`config.mk`:
```
export PLATFORM = sky130hd
export DESIGN_NAME = mod_counter
export DESIGN_NICKNAME = d
export VERILOG_FILES = /design/src/rtl/mod_counter.sv
export SDC_FILE = /design/constraint.sdc
export NUM_CORES = 1
export LEC_CHECK = 0
export ABC_AREA = 1
export BUFFER_PORTS_ARGS = -buffer_cell sky130_fd_sc_hd__buf_2
export CORE_AREA = 5 5 42 44
export DETAILED_ROUTE_END_ITERATION = 8
export DIE_AREA = 0 0 47 49
export PLACE_DENSITY = 0.53
export SLEW_MARGIN = 10
export SYNTH_ARGS = -nofsm -noshare
export SYNTH_HDL_FRONTEND = slang
export SYNTH_SLANG_ARGS = --single-unit
```
`constraint.sdc`:
```
create_clock -name clk -period 3.2 [get_ports clk]
set_input_delay 0.96 -clock clk [delete_from_list [all_inputs] [get_ports clk]]
set_output_delay 0.96 -clock clk [all_outputs]
set_load 0.03 [all_outputs]
```
`src/rtl/mod_counter.sv`:
```
// rtl/mod_counter.sv - parametrised modulo up/down counter with load, saturate mode, terminal count and sticky wrap flag
module mod_counter #(
    parameter int WIDTH    = 3,
    parameter int MAX      = 7,
    parameter bit SATURATE = 1'b0
) (
    input  logic             clk,
    input  logic             rst,
    input  logic             en,
    input  logic             up,
    input  logic             load,
    input  logic [WIDTH-1:0] load_val,
    input  logic             clr_flag,
    output logic [WIDTH-1:0] out,
    output logic             tc,
    output logic             wrapped
);

    localparam logic [WIDTH-1:0] MAX_V  = WIDTH'(MAX);
    localparam logic [WIDTH-1:0] ZERO_V = '0;
    localparam logic [WIDTH-1:0] ONE_V  = WIDTH'(1);

    logic [WIDTH-1:0] load_clamped;
    logic [WIDTH-1:0] count_next;
    logic             at_top;
    logic             at_bottom;

    assign at_top       = (out == MAX_V);
    assign at_bottom    = (out == ZERO_V);
    assign load_clamped = (load_val > MAX_V) ? MAX_V : load_val;

    // tc doubles as the bound-event qualifier: the next edge wraps or saturates
    assign tc = en & ~load & (up ? at_top : at_bottom);

    always_comb begin
        count_next = out;
        if (up) begin
            if (!at_top) begin
                count_next = out + ONE_V;
            end else begin
                count_next = SATURATE ? MAX_V : ZERO_V;
            end
        end else begin
            if (!at_bottom) begin
                count_next = out - ONE_V;
            end else begin
                count_next = SATURATE ? ZERO_V : MAX_V;
            end
        end
    end

    always_ff @(posedge clk) begin
        if (!rst) begin
            out     <= ZERO_V;
            wrapped <= 1'b0;
        end else begin
            if (load) begin
                out <= load_clamped;
            end else if (en) begin
                out <= count_next;
            end
            // a coincident bound event beats the clear
            if (tc) begin
                wrapped <= 1'b1;
            end else if (clr_flag) begin
                wrapped <= 1'b0;
            end
        end
    end

endmodule

```
Yosys cells after proc, flatten, opt, wreduce, memory -nomap -nowiden

Index checks and enable logic that the tools add are counted.

Register bits: 4
Bits of input ports: 9
Output and inout port bits: 5
Word-level logic and storage cells: 21

$add $sub $neg: 2
$lt $le $gt $ge: 1
Equality and inequality tests: 1
Muxes and demuxes: 9
Bitwise operators: 3
Reduce and logical (&&, ||, !) cells: 3

Operator list:

| operator            | count |
|---|---|
| $mux 3              | 6 |
| $reduce_bool 2->1   | 2 |
| $add 3x1->3 const B | 1 |
| $eq 3x3->1 const B  | 1 |
| $gt 3x3->1 const B  | 1 |
| $logic_not 3->1     | 1 |
| $mux 1              | 3 |
| $sub 3x1->3 const B | 1 |
| $and 1x1->1         | 2 |
| $not 1->1           | 1 |

Longest topological paths before layout

Gate-level depths: netlist of run 1.

Depth in word-level cells: 5
Depth in mapped cells: 8
Mapped depth without buffers: 8

Worst setup path after synthesis of run 1

Ideal clock, no wire load.

Path kind: input port to output port
Start: in load
End: out tc
Arrival: 1.373 ns
Required time: 2.240 ns
Slack: 0.867 ns
Stages: 5
Path buffers: 0
Cells stage by stage: inv_1 > nand2_1 > inv_1 > nand2_1 > inv_1

Word-level cells in the longest chain between the ends: 3

RTL lines:

| item                     | RTL line | text |
|---|---|---|
| start, declared          | 11       | `input logic load,` |
| $not 1->1                | 33       | `assign tc = en & ~load & (up ? at_top : at_bottom);` |
| $and 1x1->1 (2 in a row) | 33       |  |
| end, declared            | 15       | `output logic tc,` |

No other way between the ends.

Worst setup path after layout of run 1

Ends and elaborated chain as after synthesis.

==> metrics.log, run 1 <==
[metrics] run status: completed
[metrics] cell area after synthesis: 305.3 um2
[metrics] CP endpoint kind: primary output
[metrics] top cells by count, synth: sky130_fd_sc_hd__inv_1 (10), sky130_fd_sc_hd__nand2_1 (10), sky130_fd_sc_hd__nor2_1 (5)
[metrics] post-route minimum period: 2.539 ns
[metrics] number of placed instances with taps included: 75
[metrics] critical path arrival: 1.58 ns
[metrics] number of synthesized register bits: 4
[metrics] Warnings, synthesis: 0
[metrics] all-layer global routing usage: 7.595%
[metrics] final count of hold timing violations: 0
[metrics] share of the yosys chip area belonging to registers: 26.23%
[metrics] final slew viol count: 0
[metrics] data required time of the worst path: 2.24 ns
[metrics] count of unique library cells instantiated by Yosys: 12
[metrics] transition at the pin with the smallest max-transition slack: 0.2344 ns
[metrics] worst-case headroom to the max-slew limit: 84.36%
[metrics] post-DR vias/cell: 4.205
[metrics] largest net degree at the start of global routing: 7
[metrics] count of buffering cells on the critical path with inverters included: 5
[metrics] Hold-fix buffers, CTS: 0
[metrics] Inserted Clock Buffers: 3
[metrics] maximum level of the CTS H-tree: 1
[metrics] crit share post-route: 79.34%
[metrics] number of placed I/O pins: 14
[metrics] least setup slack across all paths after layout: 0.6610 ns
[metrics] worst slack at placement: 0.6549 ns
[metrics] cells taking the most area after synthesis: sky130_fd_sc_hd__dfxtp_1 (26%), sky130_fd_sc_hd__ha_1 (16%), sky130_fd_sc_hd__inv_1 (12%), sky130_fd_sc_hd__nand2_1 (12%), sky130_fd_sc_hd__a22oi_1 (7.4%)
[metrics] category of cells accounting for the largest share of critical-path delay: buffers and inverters
[metrics] Async SR Flop Fraction: 0%
[metrics] Synthesized Nets: 59
[metrics] Die W: 47 um
[metrics] top cell type's share of synthesized area: 26.23%
[metrics] Total Die Area: 2303 um2
[metrics] clk root buf: sky130_fd_sc_hd__clkbuf_4
[metrics] TritonCTS clock tree: yes
[metrics] average instance area after synthesis: 6.637 um2
[metrics] fraction of layout instances using a drive strength above 1: 29.03%
[metrics] number of standard cells after synthesis: 46
[metrics] routability-driven placement congestion ratio: 0.6845
[metrics] delay contributed by the slowest stage of the critical path: 0.18 ns
[metrics] number of port buffers: 13
[metrics] final core utilization: 29.46%
[metrics] die outline height: 49 um
[metrics] total gr overflow: 0
[metrics] Clock Skews: 0.002282 ns
[metrics] Power Density: 388.0 nW/um2
[metrics] slowest stage cell on the critical path: sky130_fd_sc_hd__buf_2
[metrics] vias in the first global route: 303
[metrics] Detailed Routing Iterations Pass 1: 4
[metrics] number of fill cells in the layout: 171
[metrics] average detailed-routed wire length per instance: 8.872 um
[metrics] biggest fanout along the worst timing path: 5
[metrics] Detailed Place HPWL: 594.7 um
[metrics] category of the most critical setup path: input port to primary output
[metrics] number of inserted diodes: 0
[metrics] first-pass GRT wire length: 1262 um
[metrics] Post-CTS Repair Setup Buffers: 0
[metrics] Min-Delay Path Class: flip-flop to flip-flop
[metrics] clock insertion delay at the later pin of the skew report: 0.23 ns
[metrics] core area: 1401 um2
[metrics] post-cts gate resize count: 0
[metrics] DRC errors left: 0
[metrics] clock sink count: 4
[metrics] kind of start point of the critical path: input port
[metrics] Longest Clk Path Bufs: 2
[metrics] number of enable flip-flop cells after synthesis: 0
[metrics] remaining antenna violation count after routing: 0
[metrics] most used flip-flop cell after synthesis: sky130_fd_sc_hd__dfxtp_1
[metrics] vias after detailed routing: 328
[metrics] antenna violations before repair: 0
[metrics] Max VDD drop: 0.2149 mV
[metrics] total number of nets in the final design: 77
[metrics] worst path cell trace: buf_2 > inv_1 > nand2_1 > inv_1 > nand2_1 > inv_1 > buf_2
[metrics] standard-cell rows: 14
[metrics] post-synthesis to final-layout area growth: 35.25%
[metrics] maxcap violations: 0
[metrics] Setup Total Neg Slack: 0 ns
[metrics] leakage: 0.2386 nW
[metrics] clock-pin slew on the worst setup and hold paths: 0.03 ns
[metrics] top cell type by total area after synthesis: sky130_fd_sc_hd__dfxtp_1
[metrics] RSZ-0062 raised after global routing: false
[metrics] Post-Layout Cell Count: 78
[metrics] first-iteration detailed-routing DRC count: 15
[metrics] wirelength, routed: 692 um
[metrics] Initial Utilization: 21.79%
[metrics] most frequent CP cell: sky130_fd_sc_hd__inv_1
[metrics] top achievable clock speed: 393.9 MHz
[metrics] final setup vio count: 0
-- cell type report --
type	instances	area (um2)	share of cell area [%]
sequential	4	80.08	19.39
tap	16	20.02	4.848
multi-input combinational	32	187.7	45.45
inverter	10	37.54	9.091
timing repair buffer	13	65.06	15.76
clock buffer	3	22.52	5.455
-- sequential cells by signal, summed over array words and instances, names as in the netlist --
| name | count |
|---|---|
| wrapped | 1 |
| out | 3 |
-- layer usage --
metal | track usage, % | up-vias | share of wire [%]
met1 | 9.628 | 135 | 47
met3 | 1.476 | 2 | 7.9
met2 | 10.18 | 11 | 44
li1 | - | 180 | -
met4 | 6.912 | 0 | 0.87
met5 | 0 | - | 0
-- worst min-delay path: cells and delay by family, from the launching register on --
kind	cells	cell delay (ns)
AND/OR/NAND/NOR	1	0.06
flip-flops	1	0.30
AO/OA/AOI/OAI	1	0.06
-- where the power goes --
group / total (W) / switching [W] / internal, W / leakage (nW)
clock network: 0.0000598 / 0.0000180 / 0.0000418 / 0.0138
registers: 0.0000579 / 0.00000442 / 0.0000535 / 0.0330
logic: 0.0000425 / 0.0000256 / 0.0000169 / 0.192
total: 0.000160 / 0.0000481 / 0.000112 / 0.239
-- cell families after synthesis --
kind of cell,share of synthesized area (%)
AND/OR/NAND/NOR,22.13
AO/OA/AOI/OAI,20.08
buffers and inverters,12.30
adder cells (fa/ha/maj),16.39
flip-flops,26.23
XOR/XNOR,2.869
-- cell usage in the layout (no fill, tap or decap), drive strengths merged --
cell type,instances
nor2,6
xnor2,1
o21ai,2
a22oi,3
buf,13
nand2,10
a21oi,5
nand3,1
dfxtp,4
clkbuf,3
ha,4
inv,10
-- stage by stage --
| stage | power (W) | area (um2) | hold slack [ns] |
|---|---|---|---|
| final | 0.0001602 | 412.9 | 0.4693 |
| after global routing | 0.0001778 | 412.9 | 0.5009 |
| after CTS | 0.0001646 | 412.9 | 0.4690 |
| after detailed placement | 0.0001018 | 390.4 | 0.4643 |
| after global placement | 0.0001021 | 390.4 | 0.4655 |
| after floorplan | 0.00008741 | 305.3 | 0.5893 |
-- final timing paths --
check,start,cells after the start,slack (ns),to
worst max-delay path,load,7,0.66,tc
worst min-delay path,wrapped,2,0.47,wrapped
worst max register to register,out[0],6,1.95,out[1]
worst min register to register,wrapped,2,0.47,wrapped
No activity file was read; power rests on OpenSTA's default activity.
==> inputs of run 2 (changes only) <==
Settings changed: ABC_AREA 1 to 0, PLACE_DENSITY 0.53 to 0.56.
Clock period 3.2 ns to 2.06 ns, I/O delays scaled along.
==> metrics.log, run 2 <==
[metrics] Setup Total Neg Slack: 0 ns (unchanged)
[metrics] most used flip-flop cell after synthesis: sky130_fd_sc_hd__dfxtp_1
[metrics] Longest Clk Path Bufs: 2 (unchanged)
[metrics] clock sink count: 4 (unchanged)
[metrics] routing layer with the top usage in global route: met2
[metrics] vias after detailed routing: 323 (-1.5%)
[metrics] least setup slack across all paths after layout: 0.02089 ns (-0.6401 ns)
[metrics] top cell type by total area after synthesis: sky130_fd_sc_hd__dfxtp_1
[metrics] number of standard cells after synthesis: 36 (-22%)
[metrics] DRC errors left: 0 (unchanged)
[metrics] TritonCTS clock tree: yes
[metrics] total number of nets in the final design: 71 (-7.8%)
[metrics] leakage: 0.2195 nW (-8.0%)
[metrics] category of the most critical setup path: flip-flop to primary output
[metrics] post-DR vias/cell: 4.486 (+6.7%)
[metrics] clk root buf: sky130_fd_sc_hd__clkbuf_4
[metrics] number of synthesized register bits: 4 (unchanged)
[metrics] most frequent standard cell in the layout excluding fill and tap cells: sky130_fd_sc_hd__buf_2
[metrics] top cell type's share of synthesized area: 25.20% (-1.0 points)
[metrics] count of unique library cells instantiated by Yosys: 17 (+5)
[metrics] data required time of the worst path: 1.44 ns (-0.80 ns)
[metrics] number of fill cells in the layout: 158 (-7.6%)
[metrics] Warnings, synthesis: 0 (unchanged)
[metrics] maximum level of the CTS H-tree: 1 (unchanged)
[metrics] clock-pin slew on the worst setup and hold paths: 0.03 ns (about the same)
[metrics] critical path arrival: 1.42 ns (-0.16 ns)
[metrics] cell with the most instances after synthesis: sky130_fd_sc_hd__a21oi_1
[metrics] share of the yosys chip area belonging to registers: 25.20% (-1.0 points)
[metrics] worst slack at placement: -0.04633 ns (-0.7012 ns)
[metrics] number of placed I/O pins: 14 (unchanged)
[metrics] Clock Skews: 0.0008082 ns (-0.001474 ns)
[metrics] final core utilization: 35.00% (+5.5 points)
[metrics] Inserted Clock Buffers: 3 (unchanged)
[metrics] first-pass GRT wire length: 1221 um (-3.2%)
[metrics] biggest registers after layout: out (3), wrapped (1)
[metrics] cells taking the most area after synthesis: sky130_fd_sc_hd__dfxtp_1 (25%), sky130_fd_sc_hd__ha_1 (16%), sky130_fd_sc_hd__nor3b_1 (9.4%), sky130_fd_sc_hd__a21oi_1 (7.9%), sky130_fd_sc_hd__nor2b_1 (5.9%)
[metrics] final count of hold timing violations: 0 (unchanged)
[metrics] cell area after synthesis: 317.8 um2 (+4.1%)
[metrics] post-synthesis to final-layout area growth: 54.33%
[metrics] all-layer global routing usage: 7.319% (-0.28 points)
[metrics] top achievable clock speed: 490.4 MHz
[metrics] average detailed-routed wire length per instance: 10.39 um (+17%)
[metrics] maxcap violations: 0 (unchanged)
[metrics] largest net degree at the start of global routing: 8 (+1)
[metrics] first-iteration detailed-routing DRC count: 3 (-12)
[metrics] number of port buffers: 13 (unchanged)
[metrics] worst-case headroom to the max-slew limit: 84.42% (about the same)
[metrics] Min-Delay Path Class: flip-flop to flip-flop
[metrics] Hold-fix buffers, CTS: 0 (unchanged)
[metrics] Initial Utilization: 22.68% (+0.89 points)
[metrics] kind of start point of the critical path: flip-flop
[metrics] largest register by flop count: out
[metrics] origin of the worst min-delay path: wrapped
[metrics] final setup vio count: 0 (unchanged)
[metrics] final slew viol count: 0 (unchanged)
[metrics] met3 usage: 2.214% (+0.74 points)
[metrics] standard-cell rows: 14 (unchanged)
[metrics] biggest fanout along the worst timing path: 3 (-2)
[metrics] Total Die Area: 2303 um2 (unchanged)
[metrics] antenna violations before repair: 0 (unchanged)
[metrics] Detailed Place HPWL: 609.3 um (+2.5%)
[metrics] Max VDD drop: 0.2539 mV (+18%)
[metrics] Reg-to-Reg Start: out[0]
[metrics] average instance area after synthesis: 8.828 um2 (+33%)
[metrics] Power Density: 560.7 nW/um2 (+45%)
[metrics] vias in the first global route: 322 (+6.3%)
[metrics] remaining antenna violation count after routing: 0 (unchanged)
[metrics] transition at the pin with the smallest max-transition slack: 0.2332 ns (-0.001187 ns)
[metrics] number of enable flip-flop cells after synthesis: 0 (unchanged)
[metrics] clock insertion delay at the later pin of the skew report: 0.23 ns (about the same)
[metrics] Synthesized Nets: 49 (-17%)
[metrics] number of instances on the worst hold path: 2 (unchanged)
[metrics] met2 global-route usage: 12.22% (+2.0 points)
[metrics] max reg flops: 3 (unchanged)
[metrics] PnR Total Power: 0.0002750 W (+72%)
[metrics] post-route minimum period: 2.039 ns
[metrics] crit share post-route: 98.99%
[metrics] top cells by count, synth: sky130_fd_sc_hd__a21oi_1 (5), sky130_fd_sc_hd__dfxtp_1 (4), sky130_fd_sc_hd__ha_1 (4), sky130_fd_sc_hd__nor3b_1 (4)
[metrics] CP endpoint kind: primary output
[metrics] Post-Layout Cell Count: 72 (-7.7%)
[metrics] routability-driven placement congestion ratio: 0.6811 (-0.50%)
[metrics] run status: completed
[metrics] number of placed instances with taps included: 67 (-11%)
[metrics] met1 global-route usage: 7.675% (-2.0 points)
[metrics] fraction of layout instances using a drive strength above 1: 53.57% (+25 points)
[metrics] total gr overflow: 0 (unchanged)
[metrics] core area: 1401 um2 (unchanged)
[metrics] RSZ-0062 raised after global routing: true
[metrics] Critical path origin: out[1]
[metrics] wirelength, routed: 748 um (+8.1%)
[metrics] Worst Reg2Reg Path Length in Cells: 6 (unchanged)
[metrics] Detailed Routing Iterations Pass 1: 3 (-1)
[metrics] die outline height: 49 um (unchanged)
[metrics] Async SR Flop Fraction: 0% (unchanged)
[metrics] number of inserted diodes: 0 (unchanged)
[metrics] leading cell types in the layout, fill and taps excluded: sky130_fd_sc_hd__buf_2 (12), sky130_fd_sc_hd__nor3b_1 (4), sky130_fd_sc_hd__a21oi_1 (4), sky130_fd_sc_hd__buf_4 (4)
[metrics] Die W: 47 um (unchanged)
==> run 2: cell count changes after synthesis, sizes merged, moves of 2 or more <==
cell / change
nand2: -8
inv: -7
nor2: -6
nor3b: +4
a22oi: -3
nor2b: +3
o21ai: -2
o22ai: +2
or3b: +2
==> run 2: stage by stage <==
step | hold slack [ns] | area (um2)
after floorplan | 0.7112 | 321.6
after global placement | 0.5664 | 421.7
after detailed placement | 0.5896 | 421.7
after CTS | 0.5977 | 483.0
after global routing | 0.6135 | 490.5
final | 0.5831 | 490.5
==> run 2: cells by family after synthesis <==
kind of cell    share of synthesized area [%]
simple gates                            32.29
compound gates                          22.05
buf+inv                                 4.723
fa+ha+maj                               15.75
flops                                   25.20
==> run 2: timing repair <==
item	in CTS	in global routing
endpoints found under the setup margin	1	1
setup buffers	2	0
pin swaps	2	0
resized for setup	9	1
==> run 2: area by class of cell <==
cell class,count,area (um2),area share [%]
repair buffers,17,101.3,20.66
clock buffers,3,22.52,4.592
inverters,4,15.01,3.061
flip-flops and latches,4,82.58,16.84
well taps,16,20.02,4.082
multi-input cells,28,249.0,50.77
==> run 2: layer usage <==
metal,vias up,share of wire (%)
met3,0,7.0
met2,6,52
met5,-,0
met1,149,41
met4,0,0
li1,168,-
==> run 2: worst max-delay path, stage by stage (launching register included) <==
cell                      delay (ns)
sky130_fd_sc_hd__dfxtp_2        0.31
sky130_fd_sc_hd__inv_2          0.07
sky130_fd_sc_hd__ha_4           0.13
sky130_fd_sc_hd__or3b_4         0.39
sky130_fd_sc_hd__a21oi_4        0.14
sky130_fd_sc_hd__buf_6          0.14
==> run 2: final timing paths <==
kind,to,slack (ns)
hold reg to reg,wrapped,0.58
setup / recovery,tc,0.02
hold / removal,wrapped,0.58
setup reg to reg,out[1],0.38
==> run 2: report_power, final <==
group | internal [W] | switching [W] | total (W)
Combinational | 0.0000458 | 0.0000484 | 0.0000942
Sequential | 0.0000844 | 0.00000508 | 0.0000895
Clock | 0.0000647 | 0.0000265 | 0.0000913
